**src/rtl/dpram_pkg.sv**
```systemverilog
// dpram_pkg: shared definitions for the dual-port hash-table RAM.
//   - port-B opcode constants
//   - port-B state enumeration (3-bit encoding)
//   - sat_add(): saturating add used by the optional DPRAM_SAT_ADD_EN path
package dpram_pkg;

    localparam logic [1:0] OP_RD  = 2'b00;
    localparam logic [1:0] OP_WR  = 2'b01;
    localparam logic [1:0] OP_ADD = 2'b10;
    localparam logic [1:0] OP_RSV = 2'b11;

    typedef enum logic [2:0] {
        B_INIT   = 3'd0,
        B_IDLE   = 3'd1,
        B_RD     = 3'd2,
        B_WR     = 3'd3,
        B_ADD_RD = 3'd4,
        B_ADD_WR = 3'd5,
        B_ACK    = 3'd6
    } b_state_t;

    // Operands are below 2**w, so "sum exceeds the w-bit maximum" is the
    // same condition as a carry out of bit w-1 in a (w+1)-bit sum.
    function automatic logic [31:0] sat_add(input logic [31:0] a,
                                            input logic [31:0] b,
                                            input int unsigned w);
        logic [32:0] sum;
        logic [32:0] max_v;
        sum   = {1'b0, a} + {1'b0, b};
        max_v = (33'd1 << w) - 33'd1;
        return (sum > max_v) ? max_v[31:0] : sum[31:0];
    endfunction

endpackage

```
**src/rtl/dualport_ram_param_rd_pipe.sv**
```systemverilog
// dpram_rd_pipe: port-A read delay line placed after the RAM output register.
//   Adds RD_LAT-1 register stages of data + valid; RD_LAT = 1 is a wire.
// Ports:
//   clk, rst_n           clock, synchronous active-low reset
//   in_data, in_valid    RAM register output
//   out_data, out_valid  delayed read data / valid (data is 0 when not valid)
module dpram_rd_pipe #(
    parameter int DATA_W = 4,
    parameter int RD_LAT = 3
) (
    input  logic              clk,
    input  logic              rst_n,
    input  logic [DATA_W-1:0] in_data,
    input  logic              in_valid,
    output logic [DATA_W-1:0] out_data,
    output logic              out_valid
);

    generate
        if (RD_LAT == 1) begin : g_bypass
            assign out_data  = in_data;
            assign out_valid = in_valid;
        end else begin : g_pipe
            localparam int N = RD_LAT - 1;

            logic [DATA_W-1:0] data_q [N];
            logic [DATA_W-1:0] data_d [N];
            logic [N-1:0]      valid_q;
            logic [N-1:0]      valid_d;

            always_comb begin
                data_d[0]  = in_data;
                valid_d[0] = in_valid;
                for (int i = 1; i < N; i++) begin
                    data_d[i]  = data_q[i-1];
                    valid_d[i] = valid_q[i-1];
                end
            end

            always_ff @(posedge clk) begin
                if (!rst_n) begin
                    valid_q <= '0;
                    for (int i = 0; i < N; i++) begin
                        data_q[i] <= '0;
                    end
                end else begin
                    valid_q <= valid_d;
                    data_q  <= data_d;
                end
            end

            assign out_data  = data_q[N-1];
            assign out_valid = valid_q[N-1];
        end
    endgenerate

endmodule

```
**src/rtl/dualport_ram_param.sv**
```systemverilog
// dualport_ram_param: parametrised dual-port hash-table RAM.
//   Port A: pipelined read-only lookup, one read per cycle, RD_LAT latency.
//   Port B: one op at a time (read / write / saturating add) with readyb.
//   After reset the whole array is swept to zero; init_done then stays high.
//   Optional macro DPRAM_SAT_ADD_EN builds the read-modify-write add; without
//   it opb = 10 completes as an error like the reserved opcode.
// Ports:
//   clk, rst_n                       clock, synchronous active-low reset
//   init_done                        clear sweep finished
//   ena, addra -> doa, doa_valid     port-A read
//   enb, opb, addrb, dib, readyb     port-B request / handshake
//   dob, dob_valid, dob_err          port-B completion
//
// state    | meaning
// B_INIT   | clear sweep, writing 0 to address cnt
// B_IDLE   | ready for a port-B request
// B_RD     | registering RAM read data
// B_WR     | committing the write
// B_ADD_RD | registering old value for the add
// B_ADD_WR | committing saturated sum
// B_ACK    | presenting result on the following edge
module dualport_ram_param
    import dpram_pkg::*;
#(
    parameter int DATA_W = 4,
    parameter int DEPTH  = 535,
    parameter int ADDR_W = 10,
    parameter int RD_LAT = 3
) (
    input  logic              clk,
    input  logic              rst_n,
    output logic              init_done,
    input  logic              ena,
    input  logic [ADDR_W-1:0] addra,
    output logic [DATA_W-1:0] doa,
    output logic              doa_valid,
    input  logic              enb,
    input  logic [1:0]        opb,
    input  logic [ADDR_W-1:0] addrb,
    input  logic [DATA_W-1:0] dib,
    output logic              readyb,
    output logic [DATA_W-1:0] dob,
    output logic              dob_valid,
    output logic              dob_err
);

    logic [DATA_W-1:0] mem [DEPTH];

    b_state_t          state_q, state_d;
    logic [ADDR_W-1:0] cnt_q, cnt_d;
    logic              init_done_q, init_done_d;
    logic              readyb_q, readyb_d;
    logic [ADDR_W-1:0] addr_q, addr_d;
    logic [DATA_W-1:0] din_q, din_d;
    logic [DATA_W-1:0] res_q, res_d;
    logic              err_q, err_d;
    logic [DATA_W-1:0] dob_q, dob_d;
    logic              dob_valid_q, dob_valid_d;
    logic              dob_err_q, dob_err_d;

    logic              we;
    logic [ADDR_W-1:0] waddr;
    logic [DATA_W-1:0] wdata;
    logic              b_bad;

    logic              a_req_valid_q, a_req_valid_d;
    logic [ADDR_W-1:0] a_req_addr_q, a_req_addr_d;
    logic              a_req_oob_q, a_req_oob_d;
    logic              a_ram_valid_q, a_ram_valid_d;
    logic [DATA_W-1:0] a_ram_data_q, a_ram_data_d;

    always_comb begin
        b_bad = (32'(addrb) >= 32'(DEPTH)) || (opb == OP_RSV);
`ifndef DPRAM_SAT_ADD_EN
        if (opb == OP_ADD) begin
            b_bad = 1'b1;
        end
`endif
    end

    always_comb begin
        state_d     = state_q;
        cnt_d       = cnt_q;
        init_done_d = init_done_q;
        addr_d      = addr_q;
        din_d       = din_q;
        res_d       = res_q;
        err_d       = err_q;
        dob_d       = '0;
        dob_valid_d = 1'b0;
        dob_err_d   = 1'b0;
        we          = 1'b0;
        waddr       = addr_q;
        wdata       = din_q;

        case (state_q)
            B_INIT: begin
                we    = 1'b1;
                waddr = cnt_q;
                wdata = '0;
                cnt_d = cnt_q + ADDR_W'(1);
                if (cnt_q == ADDR_W'(DEPTH - 1)) begin
                    init_done_d = 1'b1;
                    state_d     = B_IDLE;
                end
            end
            B_IDLE: begin
                if (enb && readyb_q) begin
                    addr_d = addrb;
                    din_d  = dib;
                    err_d  = b_bad;
                    res_d  = '0;
                    if (b_bad) begin
                        state_d = B_ACK;
                    end else begin
                        case (opb)
                            OP_RD:   state_d = B_RD;
                            OP_WR:   state_d = B_WR;
`ifdef DPRAM_SAT_ADD_EN
                            OP_ADD:  state_d = B_ADD_RD;
`endif
                            default: state_d = B_ACK;
                        endcase
                    end
                end
            end
            B_RD: begin
                res_d   = mem[addr_q];
                state_d = B_ACK;
            end
            B_WR: begin
                we      = 1'b1;
                res_d   = din_q;
                state_d = B_ACK;
            end
`ifdef DPRAM_SAT_ADD_EN
            B_ADD_RD: begin
                res_d   = mem[addr_q];
                state_d = B_ADD_WR;
            end
            B_ADD_WR: begin
                we      = 1'b1;
                wdata   = DATA_W'(sat_add(32'(res_q), 32'(din_q), DATA_W));
                res_d   = wdata;
                state_d = B_ACK;
            end
`endif
            B_ACK: begin
                dob_d       = err_q ? '0 : res_q;
                dob_valid_d = 1'b1;
                dob_err_d   = err_q;
                state_d     = B_IDLE;
            end
            default: state_d = B_IDLE;
        endcase

        readyb_d = (state_d == B_IDLE);
    end

    // Port A registers the address on the sampling edge and reads the array
    // one cycle later, so a port-B write committed on that same edge is
    // already visible: write-first without a bypass mux.
    always_comb begin
        a_req_valid_d = ena && init_done_q;
        a_req_addr_d  = addra;
        a_req_oob_d   = (32'(addra) >= 32'(DEPTH));
        a_ram_valid_d = a_req_valid_q;
        a_ram_data_d  = (a_req_valid_q && !a_req_oob_q) ? mem[a_req_addr_q] : '0;
    end

    always_ff @(posedge clk) begin
        if (!rst_n) begin
            state_q       <= B_INIT;
            cnt_q         <= '0;
            init_done_q   <= 1'b0;
            readyb_q      <= 1'b0;
            addr_q        <= '0;
            din_q         <= '0;
            res_q         <= '0;
            err_q         <= 1'b0;
            dob_q         <= '0;
            dob_valid_q   <= 1'b0;
            dob_err_q     <= 1'b0;
            a_req_valid_q <= 1'b0;
            a_req_addr_q  <= '0;
            a_req_oob_q   <= 1'b0;
            a_ram_valid_q <= 1'b0;
            a_ram_data_q  <= '0;
        end else begin
            state_q       <= state_d;
            cnt_q         <= cnt_d;
            init_done_q   <= init_done_d;
            readyb_q      <= readyb_d;
            addr_q        <= addr_d;
            din_q         <= din_d;
            res_q         <= res_d;
            err_q         <= err_d;
            dob_q         <= dob_d;
            dob_valid_q   <= dob_valid_d;
            dob_err_q     <= dob_err_d;
            a_req_valid_q <= a_req_valid_d;
            a_req_addr_q  <= a_req_addr_d;
            a_req_oob_q   <= a_req_oob_d;
            a_ram_valid_q <= a_ram_valid_d;
            a_ram_data_q  <= a_ram_data_d;
        end
    end

    // A write landing on a reset edge is dropped; the sweep re-zeroes anyway.
    always_ff @(posedge clk) begin
        if (rst_n && we) begin
            mem[waddr] <= wdata;
        end
    end

    dpram_rd_pipe #(
        .DATA_W (DATA_W),
        .RD_LAT (RD_LAT)
    ) u_rd_pipe (
        .clk       (clk),
        .rst_n     (rst_n),
        .in_data   (a_ram_data_q),
        .in_valid  (a_ram_valid_q),
        .out_data  (doa),
        .out_valid (doa_valid)
    );

    assign init_done = init_done_q;
    assign readyb    = readyb_q;
    assign dob       = dob_q;
    assign dob_valid = dob_valid_q;
    assign dob_err   = dob_err_q;

endmodule

```
**config.mk**
```make
export PLATFORM = sky130hd
export DESIGN_NAME = dualport_ram_param
export DESIGN_NICKNAME = d
export VERILOG_FILES = /design/src/rtl/dpram_pkg.sv /design/src/rtl/dualport_ram_param_rd_pipe.sv /design/src/rtl/dualport_ram_param.sv
export SDC_FILE = /design/constraint.sdc
export NUM_CORES = 2
export LEC_CHECK = 0
export CORE_ASPECT_RATIO = 2
export CORE_MARGIN = 3
export CORE_UTILIZATION = 40
export CTS_CLUSTER_DIAMETER = 50
export DETAILED_ROUTE_END_ITERATION = 12
export PLACE_DENSITY = 0.53
export SLEW_MARGIN = 20
export SYNTH_ARGS = -nofsm -noshare
export SYNTH_HDL_FRONTEND = slang
export SYNTH_SLANG_ARGS = --single-unit
```
**constraint.sdc**
```tcl
create_clock -name clk -period 13.6 [get_ports clk]
set_input_delay 2.72 -clock clk [delete_from_list [all_inputs] [get_ports clk]]
set_output_delay 2.72 -clock clk [all_outputs]
set_load 0.02 [all_outputs]
```
# Word level (Yosys, flattened, before mapping)

Memory sizes are Yosys's and may differ from the RTL's. A register that Yosys moved wholly into a read port is not among the register bits.
Cells that the tools add are included.

Add/subtract/negate cells: 1
Magnitude comparators: 2
Equality and inequality tests: 10
Multiplexer cells: 16
Bitwise gates (word level): 2
Reductions and logical operators: 18

Operators with widths:

| kind                    | count |
|---|---|
| $mux W10                | 3 |
| $ge A10 B10 Y1 const B  | 2 |
| $pmux W4 S3             | 1 |
| $add A10 B1 Y10 const B | 1 |
| $eq A10 B10 Y1 const B  | 1 |
| $reduce_and A2 Y1       | 5 |
| $mux W3                 | 3 |
| $pmux W3 S3             | 1 |
| $mux W4                 | 2 |
| $eq A3 B1 Y1 const B    | 2 |
| $eq A3 B2 Y1 const B    | 2 |
| $pmux W3 S2             | 1 |
| $mux W1                 | 5 |
| $eq A2 B2 Y1 const B    | 2 |
| $logic_and A1 B1 Y1     | 4 |
| $reduce_or A2 Y1        | 2 |
| $eq A3 B3 Y1 const B    | 1 |
| $logic_not A3 Y1        | 1 |
| $reduce_bool A3 Y1      | 1 |
| $reduce_or A3 Y1        | 1 |
| $eq A2 B1 Y1 const B    | 1 |
| $logic_not A1 Y1        | 2 |
| $logic_not A2 Y1        | 1 |
| $ne A2 B2 Y1 const B    | 1 |
| 2 further kinds         | 3 |

Flip-flop bits (word level): 63
Bits in writable memories: 2,140
Output and inout port bits: 13
Word-level logic and storage cells: 68
Memories kept: 1

Memories:

| name | depth | width | rd ports | clocked after Yosys merged registers in | wr ports | RTL line                 | text |
|---|---|---|---|---|---|---|---|
| mem  | 535   | 4     | 2        | 2                                       | 1        | dualport_ram_param.sv:47 | `logic [DATA_W-1:0] mem [DEPTH];` |

# Logic depth before layout (Yosys ltp)

Depth in word-level cells: 7
Gate-level depth with buffers: 15
Mapped depth without buffers: 8

# Cells and area by module

A second synthesis with hierarchy kept.

Cells, all modules: 5,580
Area, all modules: 104,282.5 um^2

Modules (own cells, without submodules):

| module             | instances | cells an instance | area an instance (um^2) | seq. area each (um^2) |
|---|---|---|---|---|
| dualport_ram_param | 1         | 5,560             | 104,019.8               | 65,602.9 |
| dpram_rd_pipe      | 1         | 20                | 262.8                   | 200.2 |

# Worst setup path before layout

OpenSTA, ideal clock, no wires.

Path type: reg-to-reg
Start point: register state_q[0]
End point: memory mem[0][0], data pin
Library setup time: 1.595 ns
Data arrival time: 7.921 ns
Required time: 12.005 ns
Slack: 4.083 ns
Stages on the path, launching flop included: 6
Path buffers: 3
Cell sequence: dfxtp_1 clkbuf_1 or3_1 clkbuf_1 clkbuf_1 and2_1

Cells in the longest elaborated chain, start to end: 2

RTL lines:

| what                   | RTL line                  | text |
|---|---|---|
| from (decl)            | dualport_ram_param.sv:49  | `b_state_t state_q, state_d;` |
| from (signal assigned) | dualport_ram_param.sv:190 | `state_q <= state_d;` |
| $logic_not A3 Y1       | dualport_ram_param.sv:96  | `case (state_q)` |
| $mux W4                | dualport_ram_param.sv:96  |  |
| via wdata[0]           | dualport_ram_param.sv:63  | `logic [DATA_W-1:0] wdata;` |
| to (decl)              | dualport_ram_param.sv:47  |  |

The timed path passes the listed nets, and every way through them passes these cells.

==> flow_summary.ini <==
[outcome]
status = finished clean

[pwr]
peakVddDrop_mv = 0.0822
p_leak_uw = 0.0282
p_total_uw = 13400
p_per_area_mw_per_mm2 = 118

[logic_synthesis]
synth_warnings = 0
synth_edf_count = 2140
synth-seq-area-share_pct = 63.2
syn_nets = 5826
syn_inst = 5794
synth_ff_type = edfxtp_1
synthArstFlopShare_pct = 0
synth_cell_types = 88
netlist_area_sq_mm = 0.104
syn_avg_cell_area_sq_um = 18.0
synth_seq_cells = 2217

[placement]
place_ws_ps = 7340
numPortBuffers = 42
routabilityCongestion = 0.973
place_area_sq_mm = 0.108
dpl.hpwl_mm = 264

[worst_setup_path]
startpoint_type = flip-flop
end_kind = flip-flop
timing.critical_path.required_ps = 14420
cpMostUsedCell = buf_4
slowest_delay_ps = 820
cp_slowest_cell = buf_4
cp-startpoint = a_req_addr_q[0]
worstPathMaxFanout = 41
rrSetupSlack_ps = 7920
critPathKind = reg2reg
r2r-start = a_req_addr_q[0]
cp.arrival_ps = 6490
path_cells = buf_4, buf_4, buf_4, mux4_2, o22ai_1, nor4_1, mux2_2, o22ai_1, buf_4, a311oi_1, nand2_1, nand2_1

[cts]
cts.hold.buffers_added = 0
path_clk_slew_ps = 70
clk_root_buffer_cell = clkbuf_16
cts_setup_buffers = 0
cts_sinks = 2217
clk_latency_ps = 880
cts_max_level = 4
ctsLongestPathBuffers = 4
cts_tree = done
cts_buffers = 199
post_cts_resized = 0

[grt]
track_usage_pct = 29.8
antenna_found_initial = 36
grt_pass1_wl_mm = 545
grt_max_degree = 191
grt_pass1_vias = 64114
overflow = 0

[floorplan]
fp.coreArea_sq_mm = 0.259
start_util_pct = 40.2
die_height_um = 727
design.die.area_sq_mm = 0.267
num_io_pins = 43
placementRows = 264
die-width_um = 367

[timing]
setup_ws_ps = 7920
final-hold-violation-count = 0
fin_crit_sh_pct = 41.7
clock_skew_ps = 44.3
worstMarginPinSlew_ps = 1310
max_freq_mhz = 176
slew_headroom_pct = 11.8
min_period_ps = 5680
fin_setup_tns_ps = 0
setup_violations = 0
rsz0062_at_grt = no
finalMaxSlewViolations = 0

[layout]
fin_util_pct = 44.1
fill_cells = 22557
drive_gt1_share_pct = 27.3
area_growth_pct = 9.52
final_area_sq_mm = 0.114
nNetsFinal = 5774

[run]
cap_violations = 0

[drt]
drc_errors = 0
detail_route.first_pass.iterations = 6
avgRoutedWirePerCell_um = 42.8
drtIter0Drc = 7450
vias = 62107
viasPerCell = 6.63
ant_nets = 0
routed_wl_mm = 401

[worst_hold_path]
worstHoldStart = a_ram_data_q[0]
min_path_type = reg2reg
## final cells by class
type / count / area [sq um] / share of cell area [%]
Inverter: 15 / 62.6 / 0.0549
Sequential cell: 2217 / 65800 / 57.8
Multi-Input combinational cell: 3072 / 35300 / 31.0
Antenna cell: 16 / 40.0 / 0.0351
Timing Repair Buffer: 237 / 2120 / 1.86
Clock inverter: 126 / 1200 / 1.05
Tap cell: 3458 / 4330 / 3.80
Clock buffer: 227 / 5130 / 4.50
## flip-flops by register name, summed over array words and instances (netlist names), named ones only
register	flops
mem	2140
a_req_addr_q	10
addr_q	10
cnt_q	10
a_ram_data_q	4
din_q	4
dob	4
res_q	4
u_rd_pipe.g_pipe.data_d	4
u_rd_pipe.out_data	4
state_q	3
u_rd_pipe.g_pipe.valid_q	2
a_ram_valid_d	1
a_ram_valid_q	1
a_req_oob_q	1
dob_err	1
dob_valid	1
err_q	1
init_done	1
readyb	1
## cell families after synthesis
family / Yosys count / synth area share [%]
xor gates and xnor gates: 9 / 0.0757
muxes: 1212 / 24.3
and+or+nand+nor: 1182 / 4.90
buffers and inverters: 505 / 3.20
DFF: 2217 / 63.2
adders and majority gates: 2 / 0.0240
AOI/OAI and AO/OA: 667 / 4.28
## per-stage QoR
stage,hold WS (ps),instances
2_1_floorplan,412,5794
3_3_place_gp,423,8997
3_5_place_dp,417,8997
4_1_cts,430,9350
5_1_grt,449,9357
6_report,431,9368
## synthesized netlist by cell type, drive strengths merged, types with 39 or more instances
| cell type | instances | area (sq um) |
|---|---|---|
| nor4 | 53 | 332 |
| a22oi | 39 | 293 |
| mux4 | 1033 | 23500 |
| nand2 | 288 | 1090 |
| mux2i | 154 | 1540 |
| buf | 274 | 2260 |
| nor2 | 611 | 2290 |
| nand3 | 57 | 285 |
| o22ai | 312 | 1950 |
| dfxtp | 77 | 1540 |
| o21ai | 54 | 270 |
| clkbuf | 215 | 1000 |
| and2 | 45 | 283 |
| a21oi | 76 | 380 |
| edfxtp | 2140 | 64300 |
## critical path: cells and delay by family, from the launching register on
| family | cells | cell delay (ps) |
|---|---|---|
| AND/OR/NAND/NOR | 3 | 890 |
| AO/OA/AOI/OAI | 3 | 510 |
| multiplexers | 2 | 700 |
| flip-flops | 1 | 800 |
| buffers and inverters | 4 | 2520 |
## placed cells by master (no fill, tap or decap), types with 28 or more instances in the layout
cell type	count
o22ai_1	312
nor3_1	28
clkbuf_16	201
clkdlybuf4s50_1	42
nand2_1	241
buf_4	177
clkinv_2	35
mux4_1	51
nand3_1	56
edfxtp_1	2140
nor4_1	45
and2_1	40
clkinv_1	31
nand2_2	42
a22oi_1	39
nor2_1	608
a21oi_1	76
mux4_2	980
dfxtp_1	67
mux2i_1	152
o21ai_0	51
## layer usage
layer / routed length (um) / part of all wire, % / global-route usage, %
met1: 125000 / 31 / 31.6
met2: 206000 / 51 / 52.1
met3: 27900 / 7.0 / 4.50
met4: 42600 / 11 / 25.4
met5: 80 / 0.020 / 0
## power by group
group | leakage [uW] | total [uW] | switching (uW) | internal, uW
sequential | 0.0168 | 7380 | 15.0 | 7370
combinational | 0.00832 | 322 | 208 | 114
clock | 0.00307 | 5710 | 2630 | 3080
total | 0.0282 | 13400 | 2850 | 10600
## worst paths after layout
kind	depth (start not counted)	to
worst min register to register	1	u_rd_pipe.g_pipe.data_d[0]
worst min-delay path	1	u_rd_pipe.g_pipe.data_d[0]
worst max-delay path	12	a_ram_data_q[1]
worst max register to register	12	a_ram_data_q[1]
Note: power is estimated with default switching activity, not from simulation.
